==> src/rtl/inst_fetch_ctrl.sv <==
// -----------------------------------------------------------------------------
// inst_fetch_ctrl
//
// Fetch sequencer between the combinational instruction ROM and decode.
// It drives the program counter into the ROM and captures the returned
// instruction into a 2-entry prefetch FIFO. Decode takes the FIFO head over a
// valid/ready handshake. A redirect from downstream flushes the FIFO and
// restarts fetch at redirect_pc. Fetch stops once a halt opcode has been
// captured, and halted rises after decode accepts that halt.
//
// Ports
//   clk          in   rising-edge clock
//   rst          in   asynchronous, active-high reset
//   pc           out  fetch address to ROM
//   instruction  in   ROM data for pc, valid in the same cycle
//   out_valid    out  FIFO head valid
//   out_ready    in   decode accepts the head
//   out_inst     out  head instruction
//   out_pc       out  address of the head instruction
//   redirect     in   branch/jump taken: flush and refetch
//   redirect_pc  in   new fetch address
//   halted       out  halt instruction has been accepted by decode
// -----------------------------------------------------------------------------
module inst_fetch_ctrl #(
    parameter int              PC_W     = 16,
    parameter int              INST_W   = 9,
    parameter logic [PC_W-1:0] RESET_PC = 1,
    parameter logic [4:0]      HALT_OP  = 5'b11010
) (
    input  logic              clk,
    input  logic              rst,
    output logic [PC_W-1:0]   pc,
    input  logic [INST_W-1:0] instruction,
    output logic              out_valid,
    input  logic              out_ready,
    output logic [INST_W-1:0] out_inst,
    output logic [PC_W-1:0]   out_pc,
    input  logic              redirect,
    input  logic [PC_W-1:0]   redirect_pc,
    output logic              halted
);

    typedef struct packed {
        logic [PC_W-1:0]   pc;
        logic [INST_W-1:0] inst;
    } entry_t;

    typedef enum logic [1:0] {
        S_FETCH  = 2'd0,
        S_DRAIN  = 2'd1,
        S_HALTED = 2'd2
    } state_t;

    state_t     state, state_nxt;
    entry_t     head, tail, new_e;
    logic [1:0] count;
    logic       pop, fetch_en, is_halt;

    assign out_valid = (count != 2'd0);
    assign out_inst  = head.inst;
    assign out_pc    = head.pc;
    assign halted    = (state == S_HALTED);

    assign pop      = out_valid & out_ready;
    // count - pop < 2: there is room now, or the head leaves this cycle.
    assign fetch_en = (state == S_FETCH) & ~redirect & ((count < 2'd2) | pop);
    assign new_e    = '{pc: pc, inst: instruction};
    assign is_halt  = (instruction[INST_W-1 -: 5] == HALT_OP);

    // ---------------------------------------------------------------- FSM
    always_ff @(posedge clk or posedge rst) begin
        if (rst) state <= S_FETCH;
        else     state <= state_nxt;
    end

    always_comb begin
        state_nxt = state;
        if (redirect) begin
            state_nxt = S_FETCH;
        end else begin
            case (state)
                S_FETCH:  if (fetch_en && is_halt) state_nxt = S_DRAIN;
                // Nothing is pushed after the halt, so it is always the last
                // entry: popping with one entry left is popping the halt.
                S_DRAIN:  if (pop && count == 2'd1) state_nxt = S_HALTED;
                S_HALTED: state_nxt = S_HALTED;
                default:  state_nxt = S_FETCH;
            endcase
        end
    end

    // ------------------------------------------------------ PC and FIFO
    always_ff @(posedge clk or posedge rst) begin
        if (rst) begin
            pc    <= RESET_PC;
            count <= 2'd0;
            head  <= '0;
            tail  <= '0;
        end else if (redirect) begin
            // A coincident pop is simply absorbed by the flush.
            pc    <= redirect_pc;
            count <= 2'd0;
        end else begin
            if (fetch_en) pc <= pc + PC_W'(1);
            case (count)
                2'd0: begin
                    if (fetch_en) begin
                        head  <= new_e;
                        count <= 2'd1;
                    end
                end
                2'd1: begin
                    if (fetch_en && pop) begin
                        head <= new_e;
                    end else if (fetch_en) begin
                        tail  <= new_e;
                        count <= 2'd2;
                    end else if (pop) begin
                        count <= 2'd0;
                    end
                end
                2'd2: begin
                    // Push without pop cannot happen when full.
                    if (pop) begin
                        head <= tail;
                        if (fetch_en) tail  <= new_e;
                        else          count <= 2'd1;
                    end
                end
                default: count <= 2'd0;
            endcase
        end
    end

endmodule

==> config.mk <==
export PLATFORM = sky130hd
export DESIGN_NAME = inst_fetch_ctrl
export DESIGN_NICKNAME = d
export VERILOG_FILES = /design/src/rtl/inst_fetch_ctrl.sv
export SDC_FILE = /design/constraint.sdc
export NUM_CORES = 1
export LEC_CHECK = 0
export ABC_AREA = 1
export CORE_AREA = 2 2 88 90
export CTS_BUF_LIST = sky130_fd_sc_hd__clkbuf_8
export DETAILED_ROUTE_END_ITERATION = 6
export DIE_AREA = 0 0 90 92
export GPL_ROUTABILITY_DRIVEN = 1
export GPL_TIMING_DRIVEN = 1
export PLACE_DENSITY_LB_ADDON = 0.15
export SYNTH_ARGS = -nofsm -noshare
export SYNTH_HDL_FRONTEND = slang
export SYNTH_SLANG_ARGS = --single-unit
export TNS_END_PERCENT = 5
==> constraint.sdc <==
create_clock -name clk -period 1.9 [get_ports clk]
set_clock_uncertainty 0.05 [all_clocks]
set_input_delay 0.19 -clock clk [delete_from_list [all_inputs] [get_ports clk]]
set_output_delay 0.19 -clock clk [all_outputs]
set_load 0.01 [all_outputs]
==> metrics.md, run 1 <==
| Metric | Value |
|---|---|
| WL met1 | 4030 um |
| Max transition margin | 0.660 |
| Resized cells post-CTS | 0 |
| Postcts setup bufs | 0 |
| CTS tree | yes |
| First-pass detailed-route iteration total | 5 |
| # rows | 32 |
| Iter 0 DRT Violations | 208 |
| I/O Buffers | 71 |
| HP Class | in2async |
| Arr. time, crit path | 1.54 ns |
| Post-route ant nets | 0 |
| CP Data Required Time | 1.66 ns |
| Met2 wire length | 3450 um |
| GPL Wtd Cong | 0.881 |
| TritonCTS buffer count | 9 |
| Distinct cells, synth | 27 |
| Gate Count Post-Synth | 444 |
| Total number of H-tree levels | 3 |
| Max Buffers Root-to-Sink | 2 |
| Critical-path top delay cell | clkdlybuf4s50_1 |
| Post-synthesis sequential area ratio | 0.508 |
| Die W | 90 um |
| Status | complete, no violations |
| Max-cap violation count | 0 |
| First-pass GRT wire length | 14,100 um |
| TNS Setup | 0 ns |
| CP delay by family, top | buffers and inverters |
| Post-Synth Adder-Cell Area | 0.0145 |
| Worst-Margin Slew | 0.509 ns |
| Post-synthesis mux area share | 0 |
| Clock power share | 0.200 |
| Chip height | 92 um |
| Hold buffer count at cts | 0 |
| Startpoint types | flip-flop |
| Top Metal Used | met4 |
| Ports | 72 |
| Area grow syn2layout | 31.3% |
| Share of cells above drive strength 1 | 0.0725 |
| Vias in the first global route | 2,980 |
| Final count of hold timing violations | 0 |
| Clock Latency Late Sink | 0.34 ns |
| Fin crit period | 1.78 ns |
| Layout Cells excl Fill | 626 |
| Final period util | 0.937 |
| WP buf/inv | 2 |
| CTS clk-pin slew, worst paths | 0.07 ns |
| Post-synthesis xor/xnor area fraction | 0.00254 |
| Die Area | 8280 um^2 |
| Clock Root Buffer | clkbuf_8 |
| Most common cell after layout, fill and taps aside | nand2_1 |
| Synth Area per Inst | 7.77 um^2 |
| DRC | 0 |
| Int Pwr | 3870 uW |
| GRT overflow | 0 |
| Max incr delay on CP | 0.54 ns |
| Highest-count cells in the layout ignoring fill and taps | 155 x nand2_1, 71 x clkdlybuf4s50_1, 69 x dfrtp_1 |
| RSZ-0062 raised after global routing | no |
| GRT Resource Usage Total | 0.208 |
| Post-DP HPWL | 5850 um |
| Sequential share of power | 0.410 |
| Net Sw Frac | 0.356 |
| Slew Viols, Final | 0 |
| # diodes | 0 |
| Sink Count | 70 |
| Synth Area in Compound Gates | 0.161 |
| Metal3 WL | 517 um |
| Largest net degree at the start of global routing | 51 |
| Final setup viols | 0 |
| Comb power frac | 0.389 |
| Vias | 3,158 |
| Crit. End Element | output port |
| Crit Path Class | reg2out |
| Simple-Gate Fraction of Synth Area | 0.239 |
| Routed vias/inst | 5.04 |
| Critical path cell sequence | inv_2 -> nand2_1 -> clkdlybuf4s50_1 |
| Initial antenna violation count | 0 |
| Synthesized cell area | 3450 um^2 |
| Psw | 2150 uW |
| Net Count, Synth | 477 |
| Maximum vdd drop | 0.000460 V |
| WHS | 0.179 ns |
| Initial Utilization | 0.464 |
| #FFs+latches synth | 70 |
| Drt total wl | 8080 um |
| FMAX | 0.562 GHz |
| Synth warn | 0 |
| Pwr Density | 1330 nW/um^2 |
| Inst Count DP | 610 |
| Worst-path fanout max | 5 |
| Largest family of logic cells by synthesized area | simple AND/OR/NAND/NOR gates |
| DR WL/cell | 12.9 um |
| Nets | 552 |
| Leak Pwr | 0.00217 uW |
| Total core area | 7450 um^2 |
final cells by class:
| class | instances | area [um^2] |
|---|---|---|
| Inverter | 41 | 160 |
| Clock buffer | 10 | 138 |
| Clock inverter | 6 | 62.6 |
| Tap cell | 102 | 128 |
| Multi-Input combinational cell | 314 | 1440 |
| Sequential cell | 70 | 1750 |
| Timing Repair Buffer | 83 | 851 |
| Fill cell | 686 | 2910 |
cells in the mapped netlist:
library cell,count,area [um^2]
inv_4,1,6.26
dfrtp_1,69,1730
o21ai_4,1,16.3
nor2_2,1,6.26
or2_2,1,6.26
dfstp_2,1,26.3
inv_1,37,139
buf_4,3,22.5
o211ai_1,6,45.0
nand4_1,6,37.5
a21oi_1,5,25.0
nor3_1,1,5.00
buf_2,11,55.1
a21boi_0,1,7.51
o21ai_1,26,130
nand2_1,155,582
inv_2,3,11.3
ha_1,4,50.1
nor2_1,17,63.8
nand3_1,23,115
xor2_1,1,8.76
o22ai_1,1,6.26
o2111ai_1,1,8.76
o21ai_0,63,315
buf_6,1,11.3
clkbuf_1,4,15.0
nand3_2,1,10.0
routing by layer:
metal  global-route usage  up-vias
met2                0.309      113
met1                0.310     1443
met4               0.0679        0
met3               0.0353        8
li1                     -     1594
met5                    0        -
per-stage QoR:
| stage | utilization | total power (uW) | cell area [um^2] | setup WS (ns) |
|---|---|---|---|---|
| 3_3_place_gp | 0.581 | 4760 | 4330 | 0.145 |
| 5_1_grt | 0.609 | 6500 | 4530 | 0.00414 |
| 3_5_place_dp | 0.581 | 4840 | 4330 | 0.123 |
| 4_1_cts | 0.608 | 6060 | 4530 | 0.119 |
| 2_1_floorplan | - | 3710 | 3460 | 0.394 |
| 6_report | 0.609 | 6020 | 4530 | 0.120 |
power by group through the flow:
| stage | clock [uW] | combinational (uW) | sequential (uW) |
|---|---|---|---|
| final | 1210 | 2340 | 2470 |
| after global routing | 1290 | 2660 | 2550 |
| after CTS | 1230 | 2360 | 2470 |
| after detailed placement | 0 | 2350 | 2490 |
| after global placement | 0 | 2290 | 2470 |
| after floorplan | 0 | 1140 | 2570 |
final timing paths:
path | startpoint | to | slack, ns | cells past startpoint
min reg2reg | out_inst[2]$_DFFE_PP0P_ | out_inst[2]$_DFFE_PP0P_ | 0.43 | 2
max | count[1]$_DFFE_PP0P_ | out_valid | 0.12 | 3
min in group clk | redirect_pc[0] | pc[0]$_DFFE_PP1P_ | 0.35 | 3
min | rst | out_pc[1]$_DFFE_PP0P_ | 0.18 | 2
max in group asynchronous | rst | pc[0]$_DFFE_PP1P_ | 1.06 | 3
max reg2reg | state[0]$_DFFE_PP0P_ | tail[21]$_DFFE_PP0P_ | 0.17 | 10
state kept, by name, summed over array words and instances (netlist names):
| name | flops |
|---|---|
| pc | 16 |
| tail | 25 |
| out_inst | 9 |
| out_pc | 16 |
| count | 2 |
| state | 2 |
logic make-up after synthesis:
| family | Yosys count |
|---|---|
| AND/OR/NAND/NOR | 205 |
| flip-flops | 70 |
| adder cells (fa/ha/maj) | 4 |
| XOR/XNOR | 1 |
| AO/OA/AOI/OAI | 104 |
| buffers and inverters | 60 |
worst register-to-register path, delay by kind of cell, from the launching register on:
kind / cells / cell delay, ns
fa+ha+maj: 1 / 0.21
buf+inv: 4 / 0.41
compound gates: 2 / 0.21
simple gates: 3 / 0.34
flops: 1 / 0.39
No activity file was read; power rests on OpenSTA's default activity.
==> inputs of run 2 (changes only) <==
- CORE_AREA: 2 2 88 90 -> 2 2 81 83
- DIE_AREA: 0 0 90 92 -> 0 0 83 85
- clock period: 1.9 -> 2.1 ns (I/O delays scaled with it)
==> run 2 against run 1 <==
  * Non-clock buffer count is 3 lower
  * Die area is 15% lower
  * Routed wire length is 3.6% lower
  * Combinational power is 11% lower
  * Flip-flop and latch count stayed put
  * Critical path depth stayed put
  * Via count is 0.28% lower
  * Sequential share of layout area is 0.52 points higher
  * Critical endpoint unchanged
  * Largest cell class unchanged
  * Highest routed layer unchanged
==> metrics.md, run 2 (synthesis gave the netlist of run 1 again) <==
| Metric | Value |
|---|---|
| Status | complete, no violations |
| # diodes | 0 (unchanged) |
| Die Area | 7060 um^2 (-15%) |
| Total number of H-tree levels | 3 (unchanged) |
| Fin crit period | 1.80 ns |
| Worst-path fanout max | 5 (unchanged) |
| Iter 0 DRT Violations | 208 (unchanged) |
| Nets | 549 (-0.54%) |
| HP Class | in2async |
| CTS tree | yes |
| Max Buffers Root-to-Sink | 2 (unchanged) |
| DRC | 0 (unchanged) |
| Die W | 83 um (-7.8%) |
| Final period util | 0.859 |
| GRT overflow | 0 (unchanged) |
| Total core area | 6200 um^2 (-17%) |
| First-pass detailed-route iteration total | 5 (unchanged) |
| Sink Count | 70 (unchanged) |
| Final setup viols | 0 (unchanged) |
| Highest-count cells in the layout ignoring fill and taps | 155 x nand2_1, 71 x clkdlybuf4s50_1, 69 x dfrtp_1 |
| Critical path cell sequence | inv_1 -> nand2_1 -> clkdlybuf4s50_1 |
| Area grow syn2layout | 29.6% |
| Slew Viols, Final | 0 (unchanged) |
| Most common cell after layout, fill and taps aside | nand2_1 |
| First-pass GRT wire length | 13,300 um (-5.5%) |
| Worst-Margin Slew | 0.433 ns (-0.0755 ns) |
| Final Util | 0.721 (+0.112) |
| Hold buffer count at cts | 0 (unchanged) |
| TNS Setup | 0 ns (unchanged) |
| FF+latch area | 1750 um^2 (unchanged) |
| Layout Cells excl Fill | 598 (-4.5%) |
| Max transition margin | 0.711 (+0.0507) |
| TritonCTS buffer count | 9 (unchanged) |
| WP buf/inv | 2 (unchanged) |
| Met2 Use GR | 0.356 (+0.0474) |
| Startpoint types | flip-flop |
| GPL Wtd Cong | 0.891 (+1.1%) |
| Pwr Density | 1210 nW/um^2 (-8.9%) |
| Crit. End Element | output port |
| Leak Pwr | 0.00216 uW (-0.47%) |
| Share of cells above drive strength 1 | 0.0653 (-0.00726) |
| Max-cap violation count | 0 (unchanged) |
| Met3 Track Usage GR | 0.0593 (+0.0240) |
| Chip height | 85 um (-7.6%) |
| Fill cell count | 485 (-29%) |
| Ports | 72 (unchanged) |
| FMAX | 0.555 GHz |
| Multi-input logic area | 1440 um^2 (-0.17%) |
| RSZ-0062 raised after global routing | no |
| Critical-path top delay cell | clkdlybuf4s50_1 |
| Largest reg by FF count | tail |
| Vias in the first global route | 2,934 (-1.5%) |
| Maximum vdd drop | 0.000637 V (+38%) |
| I/O Buffers | 71 (unchanged) |
| Drt total wl | 7790 um (-3.6%) |
| CP delay by family, top | buffers and inverters |
| CTS clk-pin slew, worst paths | 0.08 ns (about the same) |
| Final count of hold timing violations | 0 (unchanged) |
| Max reg flops | 25 (unchanged) |
| Resized cells post-CTS | 0 (unchanged) |
| Initial antenna violation count | 0 (unchanged) |
| # rows | 29 (-9.4%) |
| DR WL/cell | 13.0 um (+0.91%) |
| Initial Utilization | 0.556 (+0.0928) |
| GR peak layer | met2 |
| Clock Root Buffer | clkbuf_8 |
| Postcts setup bufs | 0 (unchanged) |
| Routed vias/inst | 5.27 (+4.4%) |
| Post-DP HPWL | 5480 um (-6.3%) |
| GRT Resource Usage Total | 0.231 (+0.0233) |
| Arr. time, crit path | 1.54 ns (about the same) |
| Post-route ant nets | 0 (unchanged) |
| Max incr delay on CP | 0.55 ns (about the same) |
| Vias | 3,149 (-0.28%) |
| Crit Path Class | reg2out |
| Met1 Use GR | 0.322 (+0.0115) |
| Largest net degree at the start of global routing | 51 (unchanged) |
| Clock Latency Late Sink | 0.34 ns (about the same) |
| Inst Count DP | 582 (-4.6%) |
| CP Data Required Time | 1.84 ns (+0.18 ns) |
-- run 2: cell count changes in the layout (fill, tap and decap cells not counted) --
cell        before  now
inv_2            3    4
ha_2             1    0
clkinvlp_4       3    2
ha_1             3    4
buf_4            8    5
-- run 2: area by class of cell --
| cell class | count | share of cell area |
|---|---|---|
| timing repair buffer | 80 | 0.185 |
| multi-input combinational | 314 | 0.322 |
| sequential | 70 | 0.392 |
| inverter | 41 | 0.0350 |
| tap | 77 | 0.0215 |
| clock inverter | 6 | 0.0140 |
| clock buffer | 10 | 0.0308 |
-- run 2: metal layers --
metal / part of all wire / vias to the layer above
met2: 0.45 / 114
met1: 0.48 / 1433
met5: 0 / -
met3: 0.057 / 13
met4: 0.016 / 0
li1: - / 1589
-- run 2: path summary, 6_finish.rpt --
path | start | end | slack [ns] | cells after the start
max | count[0]$_DFFE_PP0P_ | out_valid | 0.30 | 3
min | rst | out_pc[12]$_DFFE_PP0P_ | 0.13 | 2
max reg2reg | state[1]$_DFFE_PP0P_ | tail[21]$_DFFE_PP0P_ | 0.38 | 10
min reg2reg | out_pc[14]$_DFFE_PP0P_ | out_pc[14]$_DFFE_PP0P_ | 0.44 | 2
max in group asynchronous | rst | pc[0]$_DFFE_PP1P_ | 1.28 | 3
min in group clk | redirect_pc[0] | pc[0]$_DFFE_PP1P_ | 0.39 | 3
-- run 2: power breakdown --
group          leakage [uW]  internal [uW]  switching (uW)
Combinational       0.00120           1020            1070
Clock             0.0000997            577             521
Sequential         0.000860           1890             342
-- run 2: metrics by stage --
stage | total power (uW) | setup WS [ns] | cell area, um^2 | hold WS, ns
2_1_floorplan | 3360 | 0.0734 | 3450 | 0.289
3_3_place_gp | 4260 | 0.342 | 4270 | 0.410
3_5_place_dp | 4330 | 0.285 | 4270 | 0.419
4_1_cts | 5440 | 0.299 | 4470 | 0.143
5_1_grt | 5820 | 0.218 | 4470 | 0.162
6_report | 5410 | 0.297 | 4470 | 0.133
